`src/rtl/pipelined_adder.sv`:
```
// Pipelined WIDTH-bit adder/subtractor: the carry ripples through one CHUNK-bit slice per
// register stage, with overflow/zero flags and a globally stalled valid/ready pipeline.
module pipelined_adder #(
   parameter int WIDTH = 16,
   parameter int CHUNK = 4
) (
   input  logic             clk,
   input  logic             rst,
   input  logic             in_valid,
   output logic             in_ready,
   input  logic [WIDTH-1:0] a,
   input  logic [WIDTH-1:0] b,
   input  logic             cin,
   input  logic             sub,
   output logic             out_valid,
   input  logic             out_ready,
   output logic [WIDTH-1:0] f,
   output logic             cout,
   output logic             ovf,
   output logic             zero
);

   localparam int STAGES = WIDTH / CHUNK;
   localparam int MSB    = WIDTH - 1;

   // Handshake: a transfer happens on a rising edge where valid && ready. The whole pipe
   // advances when the output register is empty or being drained, so in_ready follows
   // out_ready combinationally; while stalled every stage and output holds its value.
   logic en;

   assign en       = ~g_st[STAGES-1].v_q | out_ready;
   assign in_ready = en;

   for (genvar k = 0; k < STAGES; k++) begin : g_st
      localparam int LO = k * CHUNK;

      logic               v_i;
      logic               c_i;
      logic [WIDTH-1:LO]  a_i;
      logic [WIDTH-1:LO]  b_i;
      logic [CHUNK:0]     slice;
      logic [LO+CHUNK-1:0] s_n;
      logic               v_q;
      logic               c_q;
      logic [LO+CHUNK-1:0] s_q;

      // Stage 0 conditions the operands; later stages take the unconsumed upper slices
      if (k == 0) begin : g_in
         assign v_i = in_valid;
         assign a_i = a;
         assign b_i = sub ? ~b : b;
         assign c_i = sub ? ~cin : cin;
         assign s_n = slice[CHUNK-1:0];
      end else begin : g_link
         assign v_i = g_st[k-1].v_q;
         assign a_i = g_st[k-1].g_fwd.a_q;
         assign b_i = g_st[k-1].g_fwd.b_q;
         assign c_i = g_st[k-1].c_q;
         assign s_n = {slice[CHUNK-1:0], g_st[k-1].s_q};
      end

      assign slice = {1'b0, a_i[LO +: CHUNK]} + {1'b0, b_i[LO +: CHUNK]} + {{CHUNK{1'b0}}, c_i};

      always_ff @(posedge clk) begin
         if (rst) begin
            v_q <= 1'b0;
            c_q <= 1'b0;
            s_q <= '0;
         end else if (en) begin
            v_q <= v_i;
            if (v_i) begin
               c_q <= slice[CHUNK];
               s_q <= s_n;
            end
         end
      end

      if (k < STAGES - 1) begin : g_fwd
         logic [WIDTH-1:LO+CHUNK] a_q;
         logic [WIDTH-1:LO+CHUNK] b_q;

         always_ff @(posedge clk) begin
            if (rst) begin
               a_q <= '0;
               b_q <= '0;
            end else if (en && v_i) begin
               a_q <= a_i[WIDTH-1:LO+CHUNK];
               b_q <= b_i[WIDTH-1:LO+CHUNK];
            end
         end
      end else begin : g_last
         logic ovf_d;
         logic zero_d;
         logic ovf_q;
         logic zero_q;

         // The last slice holds the sign bits, so the flags are formed here
         assign ovf_d  = (a_i[MSB] == b_i[MSB]) && (slice[CHUNK-1] != a_i[MSB]);
         assign zero_d = (s_n == '0);

         always_ff @(posedge clk) begin
            if (rst) begin
               ovf_q  <= 1'b0;
               zero_q <= 1'b0;
            end else if (en && v_i) begin
               ovf_q  <= ovf_d;
               zero_q <= zero_d;
            end
         end
      end
   end

   assign out_valid = g_st[STAGES-1].v_q;
   assign f         = g_st[STAGES-1].s_q;
   assign cout      = g_st[STAGES-1].c_q;
   assign ovf       = g_st[STAGES-1].g_last.ovf_q;
   assign zero      = g_st[STAGES-1].g_last.zero_q;

endmodule

```
`config.mk`:
```
export PLATFORM = sky130hd
export DESIGN_NAME = pipelined_adder
export DESIGN_NICKNAME = d
export VERILOG_FILES = /design/src/rtl/pipelined_adder.sv
export SDC_FILE = /design/constraint.sdc
export NUM_CORES = 1
export LEC_CHECK = 0
export CORE_MARGIN = 4
export CORE_UTILIZATION = 33
export CTS_CLUSTER_DIAMETER = 150
export DETAILED_ROUTE_END_ITERATION = 7
export DONT_BUFFER_PORTS = 1
export PLACE_DENSITY = 0.44
export SYNTH_ARGS = -nofsm -noshare
export SYNTH_HDL_FRONTEND = slang
export SYNTH_SLANG_ARGS = --single-unit
```
`constraint.sdc`:
```
create_clock -name clk -period 4.1 [get_ports clk]
set_input_delay 0.82 -clock clk [delete_from_list [all_inputs] [get_ports clk]]
set_output_delay 0.82 -clock clk [all_outputs]
set_load 0.03 [all_outputs]
```
; Yosys cells after proc, flatten, opt, wreduce, memory -nomap -nowiden
; Cells that the tools add are included.
[classes]
muxes = 2
n_addsub = 8
n_reduce_logical = 10
n_bitwise = 4
eq_ne = 2
[op_table]
columns = op, count
row1 = 4-bit by 4-bit adder with 5-bit output, 4
row2 = 5-bit by 1-bit adder with 5-bit output, 4
row3 = 16-bit zero test, 1
row4 = 16-bit 2-to-1 mux, 1
row5 = 16-bit NOT, 1
row6 = 2-bit AND reduction, 4
row7 = 1-bit logical AND, 5
row8 = 1-bit NOT, 2
row9 = 1-bit == test, 1
row10 = 1-bit 2-to-1 mux, 1
row11 = 1-bit inequality test, 1
row12 = 1-bit OR, 1
[word_totals]
out_inout_bits = 21
regBits = 98

; Longest topological paths before layout
; Gate-level depths: netlist of the first run.
[logic_depth]
word_depth = 4
depth_mapped = 8
mapped_depth_nobuf = 8

; Worst setup path before layout of the first run
; Ideal clock, no wire load.
[synth_path]
kind = input -> register
from = input port sub
to = register g_st[0].c_q
stages = 8
n_path_buf = 2
path_slack_ns = 1.273
t_arrival_ns = 2.693
required_ns = 3.966
path_cell_list = buf_2 > buf_2 > xor2_1 > fa_1 > fa_1 > a21o_1 > a211oi_1 > a211oi_1
[synth_between]
elab_chain_cells = 3
elab_cells_between_ends = 4
cone_classes = add/sub: 2 / mux: 2
[synth_lines]
columns = item, line
row1 = "start, declared", 14  ; input logic sub,
row2 = 16-bit 2-to-1 mux, 51  ; assign b_i = sub ? ~b : b;
row3 = 4-bit by 4-bit adder with 5-bit output, 62  ; assign slice = {1'b0, a_i[LO +: CHUNK]} + {1'b0, b_i[LO +: CHUNK]} + {{CHUNK{1'b0}}, c_i};
row4 = 5-bit by 1-bit adder with 5-bit output (*), 62
row5 = "end signal, assigned", 72  ; c_q <= slice[CHUNK];
row6 = "end, declared", 44  ; logic c_q;
; Mark *: on every way between the ends. The rest lies on a longest branch, timed or not.
; A chain may end at the register's enable or synchronous reset.

; Worst setup path after layout of the first run
[layout_path]
from = register g_st[3].v_q (netlist: out_valid)
to = register g_st[1].s_q[7]
[layout_between]
elab_chain_cells = 3
[layout_lines]
columns = item, line
row1 = "start, declared", 43  ; logic v_q;
row2 = "start signal, assigned", 70  ; v_q <= v_i;
row3 = 1-bit NOT, 31  ; assign en = ~g_st[STAGES-1].v_q | out_ready;
row4 = 1-bit OR, 31
row5 = named net in_ready, 10  ; output logic in_ready,
row6 = 2-bit AND reduction (no line), -
row7 = "end signal, assigned", 73  ; s_q <= s_n;
row8 = "end, declared", 45  ; logic [LO+CHUNK-1:0] s_q;
; The timed path passes the listed nets, and every way through them passes these cells.

==> flow_metrics.env, run 1 <==
export IMPL_clockRootBuffer="clkbuf_16"
export IMPL_cts_setup_buffers=0
export IMPL_final_area_mm2=0.004457
export IMPL_die_area_mm2=0.01427
export IMPL_yosysTopAreaCellShare_pct=47.86
export IMPL_intPower_mw=1.494
export IMPL_period_needed_ns=2.228
export IMPL_synth_xor_xnor_area_share_pct=4.915
export IMPL_netlist_area_mm2=0.004099
export IMPL_p_clk_share_pct=40.9
export IMPL_timing_setup_tns_ns=0
export IMPL_worstPathRequired_ns=4.33
export IMPL_slowest_stage="nand2_1"
export IMPL_fin_skew_ns=0.004965
export IMPL_via_per_inst=4.620
export IMPL_cts_sinks=98
export IMPL_async_reset_ff_share_pct=0
export IMPL_synth_seq_cells=98
export IMPL_status="complete, no violations"
export IMPL_place_hpwl_um=5913
export IMPL_fillers=1286
export IMPL_min_path_cells=2
export IMPL_syn_inst=482
export IMPL_setup_violations=0
export IMPL_rows=40
export IMPL_worst_path_buf_inv=1
export IMPL_vias=2934
export IMPL_min_delay_start="g_st[0].g_fwd.a_q[11]"
export IMPL_path_delay_family="simple AND/OR/NAND/NOR gates"
export IMPL_start_util_pct=33.98
export IMPL_synth_edf_count=0
export IMPL_grt_max_degree=108
export IMPL_synth_seq_area_share_pct=47.86
export IMPL_yosysTopAreaCell="dfxtp_1"
export IMPL_p_comb_share_pct=7.0
export IMPL_grt_pass1_vias=2894
export IMPL_synth_top_family_by_area="simple AND/OR/NAND/NOR gates"
export IMPL_grt_ovfl_total=0
export IMPL_slew_viol_final=0
export IMPL_die_w_um=119.5
export IMPL_cap_violations=0
export IMPL_setup_worst_path_start_class="flop"
export IMPL_p_sw_mw=0.4532
export IMPL_h_tree_depth=3
export IMPL_worstPathCellList="nor2b_4, inv_2, nand2_1, a2111oi_0, a311o_1"
export IMPL_antenna_found_initial=0
export IMPL_muxShareOfSynthArea_pct=0
export IMPL_clockBufferDepth=2
export IMPL_dpl_cell_area_mm2=0.004174
export IMPL_ant_nets=0
export IMPL_tritoncts="built"
export IMPL_insertion_delay_ns=0.34
export IMPL_path_clk_slew_ns=0.06
export IMPL_ys_top_cells_by_count="143 x nand2_1, 98 x dfxtp_1, 73 x a21oi_1, 23 x nor2_1, 22 x a211oi_1"
export IMPL_synth_area_top_cells="dfxtp_1 48%, nand2_1 13%, a21oi_1 8.9%, a211oi_1 4.0%, fa_1 3.9%"
export IMPL_fp_coreArea_mm2=0.01206
export IMPL_ios=59
export IMPL_synth_compound_area_share_pct=15.17
export IMPL_syn_nets=540
export IMPL_r2r_end="g_st[1].s_q[7]"
export IMPL_crit_fanout=25
export IMPL_drive_above_1_share_pct=4.497
export IMPL_tightest_slew_ns=1.048
export IMPL_arrival_ns=2.46
export IMPL_numCtsBuffers=9
export IMPL_hold_path_end="g_st[1].g_fwd.a_q[11]"
export IMPL_drtIter0Drc=174
export IMPL_syn_to_final_growth_pct=8.730
export IMPL_grt_util_all_layers_pct=12.70
export IMPL_drc=0
export IMPL_synth_simple_area_share_pct=20.18
export IMPL_rrSetupSlack_ns=1.87
export IMPL_antenna_cells=0
export IMPL_first_pass_iters=4
export IMPL_wirelength_um=8656
export IMPL_postCtsHoldBufs=0
export IMPL_r2r_start="out_valid"
export IMPL_maxSlewHeadroom_pct=30.11
export IMPL_grt_pass1_wl_um=14700
export IMPL_hold_viol=0
export IMPL_cpPeakStageDelay_ns=0.66
export IMPL_synth_adder_area_share_pct=7.570
export IMPL_numPortBuffers=0
export IMPL_pwr_share_seq_pct=52.1
export IMPL_synth_most_common_cell="nand2_1"
export IMPL_synth_ff_type="dfxtp_1"
export IMPL_leakagePower_nw=1.588
export IMPL_synth_cell_types=35
export IMPL_cp_startpoint="out_valid"
export IMPL_rsz0062_at_grt="false"
export IMPL_drt_wirelength_per_cell_um=13.63
export IMPL_powerDensity_mw_per_mm2=436.9
export IMPL_dieHeight_um=119.5
export IMPL_clock_fmax_mhz=448.9
export IMPL_min_path_type="flop to flop"
export IMPL_p_sw_share_pct=23.27
export IMPL_vdd_ir_drop_worst_v=0.0002273
export IMPL_fin_nets=520
export IMPL_synth_area_per_cell_um2=8.504
export IMPL_r2r_cells=5
export IMPL_crit_path_end_kind="flop"
export IMPL_cts_resized=0
export IMPL_post_route_period_util_pct=54.34
export IMPL_crit_type="flop to flop"
export IMPL_ys_warn_count=0
export IMPL_gp_congestion=0.7141
[stage by stage]
stage	util, %	hold slack [ns]	worst slack [ns]	total power [mW]	std cells
after floorplan	-	0.4270	1.273	1.162	482
after global placement	34.61	0.4380	1.630	1.174	619
after detailed placement	34.61	0.4404	1.608	1.175	619
after CTS	36.95	0.4498	1.815	1.991	635
after global routing	36.95	0.4632	1.650	2.045	635
final	36.95	0.4470	1.872	1.947	635
[layout by cell type, fill, tap and decap left out, types with 3 or more instances in the layout]
master,n
inv_1,8
a21o_1,5
nand3b_1,4
xnor2_1,15
ha_1,12
nor3b_1,3
a211oi_1,22
a21oi_1,73
dfxtp_1,98
clkbuf_16,9
xor2_1,8
nand2_1,143
fa_1,8
nor2_1,23
[per-layer routing]
metal,vias up,share of wire [%],global-route usage [%]
met2,68,42,18.93
li1,1561,-,-
met5,-,0,0
met3,7,5.7,4.416
met4,0,0.81,3.865
met1,1298,51,17.31
[sequential cells by signal, summed over array words and instances, names as in the netlist]
register	count
g_st.g_fwd.a_q	24
g_st.g_fwd.b_q	24
g_st.s_q	24
f	16
g_st.c_q	3
g_st.v_q	3
cout	1
out_valid	1
ovf	1
zero	1
[layout make-up]
type / count / area, um2 / share of cell area, %
clock inverter: 4 / 26.28 / 0.5896
multi-input combinational: 343 / 1961 / 43.99
timing repair buffer: 1 / 7.507 / 0.1684
clock buffer: 12 / 256.5 / 5.755
tap: 168 / 210.2 / 4.716
sequential: 98 / 1962 / 44.02
inverter: 9 / 33.78 / 0.7580
[power by group through the flow]
stage	registers (mW)	clock network, mW	logic (mW)
5_1_grt	1.02	0.867	0.159
3_5_place_dp	1.04	0	0.139
4_1_cts	1.01	0.837	0.139
2_1_floorplan	1.03	0	0.134
6_report	1.01	0.796	0.136
3_3_place_gp	1.04	0	0.137
[kinds of logic (layout without fill, tap and decap cells)]
family          Yosys count  count (layout)
buf+inv                  41              26
xor+xnor                 23              23
compound gates          107             107
simple gates            193             193
flops                    98              98
fa+ha+maj                20              20
[worst reg2reg max path: stages (launching register included)]
cell       delay, ns
dfxtp_1         0.51
nor2b_4         0.29
inv_2           0.17
nand2_1         0.67
a2111oi_0       0.19
a311o_1         0.30
[worst max path at each step]
stage | to | slack, ns | cells after the start
2_1_floorplan | g_st[0].c_q | 1.27 | 8
3_3_place_gp | g_st[0].c_q | 1.63 | 6
4_1_cts | g_st[1].s_q[7] | 1.81 | 5
3_5_place_dp | g_st[1].s_q[7] | 1.61 | 5
5_1_grt | g_st[1].s_q[7] | 1.65 | 5
6_report | g_st[1].s_q[7] | 1.87 | 5
No activity file was read; power rests on OpenSTA's default activity.
==> inputs of run 2 (changes only) <==
==> constraint.sdc (replaced) <==
create_clock -name clk -period 2.1 [get_ports clk]
set_input_delay 0.42 -clock clk [delete_from_list [all_inputs] [get_ports clk]]
set_output_delay 0.42 -clock clk [all_outputs]
set_load 0.03 [all_outputs]
==> run 2 against run 1 <==
First-iteration DRC count shrank 2.3%. Die area is the same. Worst setup slack lost 1.7 ns. Non-clock buffer count grew 10. Sequential share of layout area shrank 0.91 points. Clock power grew 97%. Sequential cell count is the same. Cell area grew 2.1%. Wire length shrank 0.24%. Global-route usage grew 0.26 points. Critical endpoint is now zero.
==> flow_metrics.env, run 2 (synthesized netlist as in run 1, its figures left out) <==
export IMPL_numCtsBuffers=9
export IMPL_cts_resized=0
export IMPL_grt_pass1_vias=2910
export IMPL_holdWs_ns=0.1426
export IMPL_gp_congestion=0.6970
export IMPL_drtIter0Drc=170
export IMPL_powerDensity_mw_per_mm2=842.3
export IMPL_status="complete, no violations"
export IMPL_worstPathRequired_ns=2.38
export IMPL_ant_nets=0
export IMPL_rows=40
export IMPL_clock_fmax_mhz=524.3
export IMPL_tightest_slew_ns=0.4239
export IMPL_grt_ovfl_total=0
export IMPL_via_per_inst=4.597
export IMPL_min_path_type="input pin to flop"
export IMPL_reg_largest_list="g_st.g_fwd.a_q: 24 flops, g_st.g_fwd.b_q: 24 flops, g_st.s_q: 24 flops"
export IMPL_dieHeight_um=119.5
export IMPL_crit_fanout=2
export IMPL_numPortBuffers=0
export IMPL_crit_type="flop to flop"
export IMPL_insertion_delay_ns=0.34
export IMPL_ios=59
export IMPL_crit_path_end_kind="flop"
export IMPL_slowest_stage="fa_1"
export IMPL_period_needed_ns=1.907
export IMPL_vdd_ir_drop_worst_v=0.0003823
export IMPL_syn_to_final_growth_pct=11.02
export IMPL_cap_violations=0
export IMPL_final_common_cell="nand2_1"
export IMPL_drt_wirelength_per_cell_um=13.39
export IMPL_tritoncts="built"
export IMPL_worstPathCellList="fa_1, fa_1, nor4_2, and4_1, a31o_1"
export IMPL_setup_violations=0
export IMPL_fin_nets=530
export IMPL_vias=2965
export IMPL_maxSlewHeadroom_pct=71.01
export IMPL_path_clk_slew_ns=0.06
export IMPL_dpl_cell_area_mm2=0.004267
export IMPL_antenna_cells=0
export IMPL_postCtsHoldBufs=0
export IMPL_fillers=1280
export IMPL_clockBufferDepth=2
export IMPL_grt_max_degree=108
export IMPL_wirelength_um=8635
export IMPL_drc=0
export IMPL_cpPeakStageDelay_ns=0.48
export IMPL_h_tree_depth=3
export IMPL_leakagePower_nw=1.642
export IMPL_antenna_found_initial=0
export IMPL_final_cell_mix="143 x nand2_1, 98 x dfxtp_1, 73 x a21oi_1"
export IMPL_final_area_mm2=0.004551
export IMPL_post_route_period_util_pct=90.82
export IMPL_cts_sinks=98
export IMPL_hold_viol=0
export IMPL_die_w_um=119.5
export IMPL_slew_viol_final=0
export IMPL_fin_skew_ns=0.006122
export IMPL_grt_pass1_wl_um=14950
export IMPL_fp_coreArea_mm2=0.01206
export IMPL_place_hpwl_um=5993
export IMPL_setup_worst_path_start_class="flop"
export IMPL_cts_setup_buffers=0
export IMPL_clockRootBuffer="clkbuf_16"
export IMPL_arrival_ns=2.19
export IMPL_start_util_pct=33.98
export IMPL_drive_above_1_share_pct=7.128
export IMPL_cpMostUsedCell="fa_1"
export IMPL_total_power_mw=3.833
export IMPL_rsz0062_at_grt="false"
export IMPL_first_pass_iters=4
export IMPL_grt_util_all_layers_pct=12.96
export IMPL_die_area_mm2=0.01427
## run 2: cell count changes in the layout (fill, tap and decap cells not counted), sizes merged
cell      change
clkinvlp      -1
clkbuf        +2
clkinv        -1
buf          +10
## run 2: cell type report
class	instances	area, um2	area share [%]
Multi-Input combinational cell	343	1978	43.47
Sequential cell	98	1962	43.11
Clock buffer	14	274.0	6.021
Tap cell	168	210.2	4.619
Timing Repair Buffer	11	82.58	1.815
Inverter	9	33.78	0.7424
Clock inverter	2	10.01	0.2200
## run 2: worst max-delay path: cells and delay by family, from the launching register on
kind / cells / cell delay, ns
AND/OR/NAND/NOR: 2 / 0.44
adder cells (fa/ha/maj): 2 / 0.95
flip-flops: 1 / 0.33
AO/OA/AOI/OAI: 1 / 0.13
## run 2: worst paths after layout
kind	start	to	slack [ns]	depth (start not counted)
hold reg to reg	g_st[0].g_fwd.a_q[11]	g_st[1].g_fwd.a_q[11]	0.45	2
setup reg to reg	g_st[2].c_q	zero	0.19	5
setup / recovery	g_st[2].c_q	zero	0.19	5
hold / removal	rst	f[6]	0.14	1
## run 2: per-stage QoR
step	setup slack [ns]	util, %	cells	TNS [ns]
floorplan	-0.04342	-	482	-0.04342
global placement	0.1854	35.37	629	0
detailed placement	0.1668	35.37	629	0
CTS	0.1841	37.73	645	0
global route	0.08639	37.73	645	0
finish	0.1927	37.73	645	0
## run 2: power by group
| part | internal, mW | switching [mW] | leakage, nW | total (mW) |
|---|---|---|---|---|
| clock network | 0.898 | 0.673 | 0.143 | 1.57 |
| logic | 0.132 | 0.151 | 0.701 | 0.284 |
| registers | 1.93 | 0.0472 | 0.799 | 1.98 |
| total | 2.96 | 0.872 | 1.64 | 3.83 |
## run 2: per-layer routing
metal  wire length (um)  track usage, %
met2               3621           19.14
met4                119           4.295
met5                  0               0
met1               4465           17.59
met3                427           4.606
